**src/rtl/reset_synchronizer.sv**
```systemverilog
// Root reset conditioner for one clock domain: asserts on the next edge, releases only after
// RST has been sampled low for NUM_STAGES + HOLD_CYCLES consecutive edges.
module reset_synchronizer #(
   parameter int unsigned NUM_STAGES  = 2,
   parameter int unsigned HOLD_CYCLES = 0
) (
   input  logic CLK,
   input  logic RST,
   output logic SYNC_RST,
   output logic SYNC_RST_N,
   output logic RST_DONE
);

   localparam int unsigned CntW = (HOLD_CYCLES > 0) ? $clog2(HOLD_CYCLES + 1) : 1;
   localparam logic [CntW-1:0] HoldInit = CntW'(HOLD_CYCLES);

   if (NUM_STAGES < 2 || NUM_STAGES > 16) begin : g_bad_stages
      $error("reset_synchronizer: NUM_STAGES must be in 2..16");
   end
   if (HOLD_CYCLES > 255) begin : g_bad_hold
      $error("reset_synchronizer: HOLD_CYCLES must be in 0..255");
   end

   logic [NUM_STAGES-1:0] chain_q, chain_d;
   logic [CntW-1:0]       hold_cnt_q, hold_cnt_d;
   logic                  sync_rst_d;

   always_comb begin
      chain_d    = {chain_q[NUM_STAGES-2:0], 1'b0};
      hold_cnt_d = hold_cnt_q;
      if (!chain_q[NUM_STAGES-1] && (hold_cnt_q != '0)) begin
         hold_cnt_d = hold_cnt_q - CntW'(1);
      end
      // Look at next-state values so release lands on edge NUM_STAGES + HOLD_CYCLES exactly.
      sync_rst_d = chain_d[NUM_STAGES-1] | (hold_cnt_d != '0);
   end

   always_ff @(posedge CLK) begin
      if (RST) begin
         chain_q    <= '1;
         hold_cnt_q <= HoldInit;
         SYNC_RST   <= 1'b1;
         SYNC_RST_N <= 1'b0;
         RST_DONE   <= 1'b0;
      end else begin
         chain_q    <= chain_d;
         hold_cnt_q <= hold_cnt_d;
         SYNC_RST   <= sync_rst_d;
         SYNC_RST_N <= ~sync_rst_d;
         RST_DONE   <= SYNC_RST & ~sync_rst_d;
      end
   end

endmodule

```
**config.mk**
```make
export PLATFORM = sky130hd
export DESIGN_NAME = reset_synchronizer
export DESIGN_NICKNAME = d
export VERILOG_FILES = /design/src/rtl/reset_synchronizer.sv
export SDC_FILE = /design/constraint.sdc
export NUM_CORES = 1
export LEC_CHECK = 0
export ABC_CLOCK_PERIOD_IN_PS = 1650
export CORE_AREA = 2 2 39 41
export DETAILED_ROUTE_END_ITERATION = 6
export DIE_AREA = 0 0 41 43
export GPL_TIMING_DRIVEN = 0
export PLACE_DENSITY_LB_ADDON = 0.12
export RECOVER_POWER = 100
export SYNTH_ARGS = -nofsm -noshare
export SYNTH_HDL_FRONTEND = slang
export SYNTH_SLANG_ARGS = --single-unit
```
**constraint.sdc**
```tcl
create_clock -name CLK -period 1.65 [get_ports CLK]
set_clock_uncertainty 0.05 [all_clocks]
set_input_delay 0.33 -clock CLK [delete_from_list [all_inputs] [get_ports CLK]]
set_output_delay 0.33 -clock CLK [all_outputs]
set_load 0.05 [all_outputs]
```
==> impl_metrics.ini <==
[job]
maxCapViolations = 0

[cells_and_area]
multi_input_area_sq_um = 27.53
drive_gt1_share_pct = 21.05
regArea_sq_um = 120.1
nNetsFinal = 23
diodes = 0
syn2layout_area_growth_pct = 47.20
post-route-util_pct = 16.64
final_cells = 35
fill_cells = 155

[cts]
cts_tree = done
clock-root-buffer = clkbuf_4
htreeDepth = 1
cts_setup_buffers = 0
clk_pin_slew_ps = 50
cts.sink_count = 6
worstSkewPairLatency_ps = 240
cts_buffers = 3
cts_buffer_depth = 2

[worst_setup_path]
end_kind = primary output
criticalPathCategory = reg -> out
critPathRequiredTime_ps = 1270
critPathLaunchType = register
rrSetupSlack_ps = 690
rr_worst_depth = 2
cpLargestDelayFamily = buffers and inverters
crit_path_max_incr_delay_ps = 520
worst-path-max-fanout = 2
worst-endpoint-arrival_ps = 1070
crit_slowest_cell = dlygate4sd2_1
crit_buf_inv = 1
r2r-end = RST_DONE
crit_chain = dlygate4sd2_1
r2r_start = hold_cnt_q

[pwr]
total_power_uw = 311.4
p_leak_uw = 0.00009611
vdd_drop_max_uv = 305.1
powerDensity_nw_per_um2 = 1353

[hold_path]
min_path_cells = 2
whs_endpoint = hold_cnt_q
hp-class = reg -> reg
min_from = chain_q[1]

[timing]
finalHoldViolCount = 0
layout_min_cycle_time_ps = 1452
finalCritPeriodShare_pct = 87.99
max_freq_mhz = 688.8
worst_pin_slew_ps = 483.9
fin_tns_setup_ps = 0
whs_ps = 392.0
setup_viol = 0
drv_slew = 0
slew-limit-headroom_pct = 67.87
rsz0062_at_grt = no

[outcome]
status = completed

[logic_synthesis]
async_flop_share_pct = 0
synthFlopType = dfxtp_1
yosys_warnings = 0
syn_avg_cell_area_sq_um = 13.03
synth_cell_types = 7
synth.ff_latch_count = 6
seq_area_frac_synth_pct = 76.80
netlist.top_cell.by_area = dfxtp_1
synth_top_cells_by_area = dfxtp_1, a211oi_2, and2_1
synth-edff-count = 0
syn-instance-count = 12
syn_nets = 14
netlist.area_leader.share_pct = 76.80
netlist_area_sq_um = 156.4
yosysMostFrequentCell = dfxtp_1

[routing]
first_pass_iters = 2
num_vias = 102
ant_nets = 0
viasPerCell = 2.914
avgRoutedWirePerCell_um = 6.886
drt_iter0_markers = 1
drc = 0
wl_um = 241

[floorplan]
die_w_um = 41
die_h_um = 43
io_pins = 5
start_util_pct = 11.30
core_sq_um = 1384
rows = 14
dieArea_sq_um = 1763

[global_routing]
grt_max_degree = 5
grt_pass1_wl_um = 414
grt.total_usage_pct = 4.824
grt.overflow.total = 0
antenna_found_initial = 0
grt_pass1_vias = 100

[placement]
gp_congestion = 0.6308
port_buffers = 4
dpl.cell_count = 32
==> worst max-delay path by stage <==
stage	startpoint	to	slack, ps	cells after the start
finish	SYNC_RST	SYNC_RST	200	1
global route	SYNC_RST	SYNC_RST	140	1
detailed placement	SYNC_RST	SYNC_RST	170	1
global placement	SYNC_RST	SYNC_RST	180	1
CTS	SYNC_RST	SYNC_RST	180	1
floorplan	SYNC_RST	SYNC_RST	670	0
==> state kept, by name (all words and copies together), names as in the netlist <==
register	cells
hold_cnt_q	1
chain_q	2
SYNC_RST_N	1
SYNC_RST	1
RST_DONE	1
==> what timing repair did <==
item | in CTS | in global routing
hold buffers | 0 | 0
hold endpoints to repair | 0 | 0
endpoints found under the setup margin | 3 | 0
resized for setup | 3 | 0
==> final cells by class <==
class	count	area share (%)
flip-flops and latches	6	52.17
well taps	16	8.696
multi-input cells	5	11.96
repair buffers	4	15.76
inverters	1	1.630
clock buffers	3	9.783
==> power by group <==
group | leakage (uW) | internal, uW | switching [uW]
Sequential | 0.0000498 | 152 | 2.04
Combinational | 0.0000325 | 7.17 | 17.9
Clock | 0.0000138 | 82.1 | 50.2
==> cells by family (layout without fill, tap and decap cells) <==
family	Yosys count	in the layout	share of synthesized area, %
AOI/OAI and AO/OA	1	1	7.999
buffers and inverters	1	8	2.398
DFF	6	6	76.80
and+or+nand+nor	4	4	12.80
==> metal layers <==
metal	track usage, %	vias up	wire, um
met5	0	-	0
met4	6.000	0	0
met3	7.853	0	31
met2	5.000	6	107
met1	2.581	45	102
li1	-	51	-
==> stage by stage <==
step	setup slack (ps)	cell area (sq um)
2_1_floorplan	673.1	156.4
3_3_place_gp	176.2	216.5
3_5_place_dp	173.7	216.5
4_1_cts	178.0	235.2
5_1_grt	140.7	230.2
6_report	198.1	230.2
==> cell usage in the layout, fill, tap and decap left out, drive strengths merged <==
master,count
a211oi,1
dlygate4sd3,1
dfxtp,6
dlygate4sd2,3
or2,1
inv,1
clkbuf,3
nand2,1
and2,1
nor2,1
No activity file was read; power rests on OpenSTA's default activity.
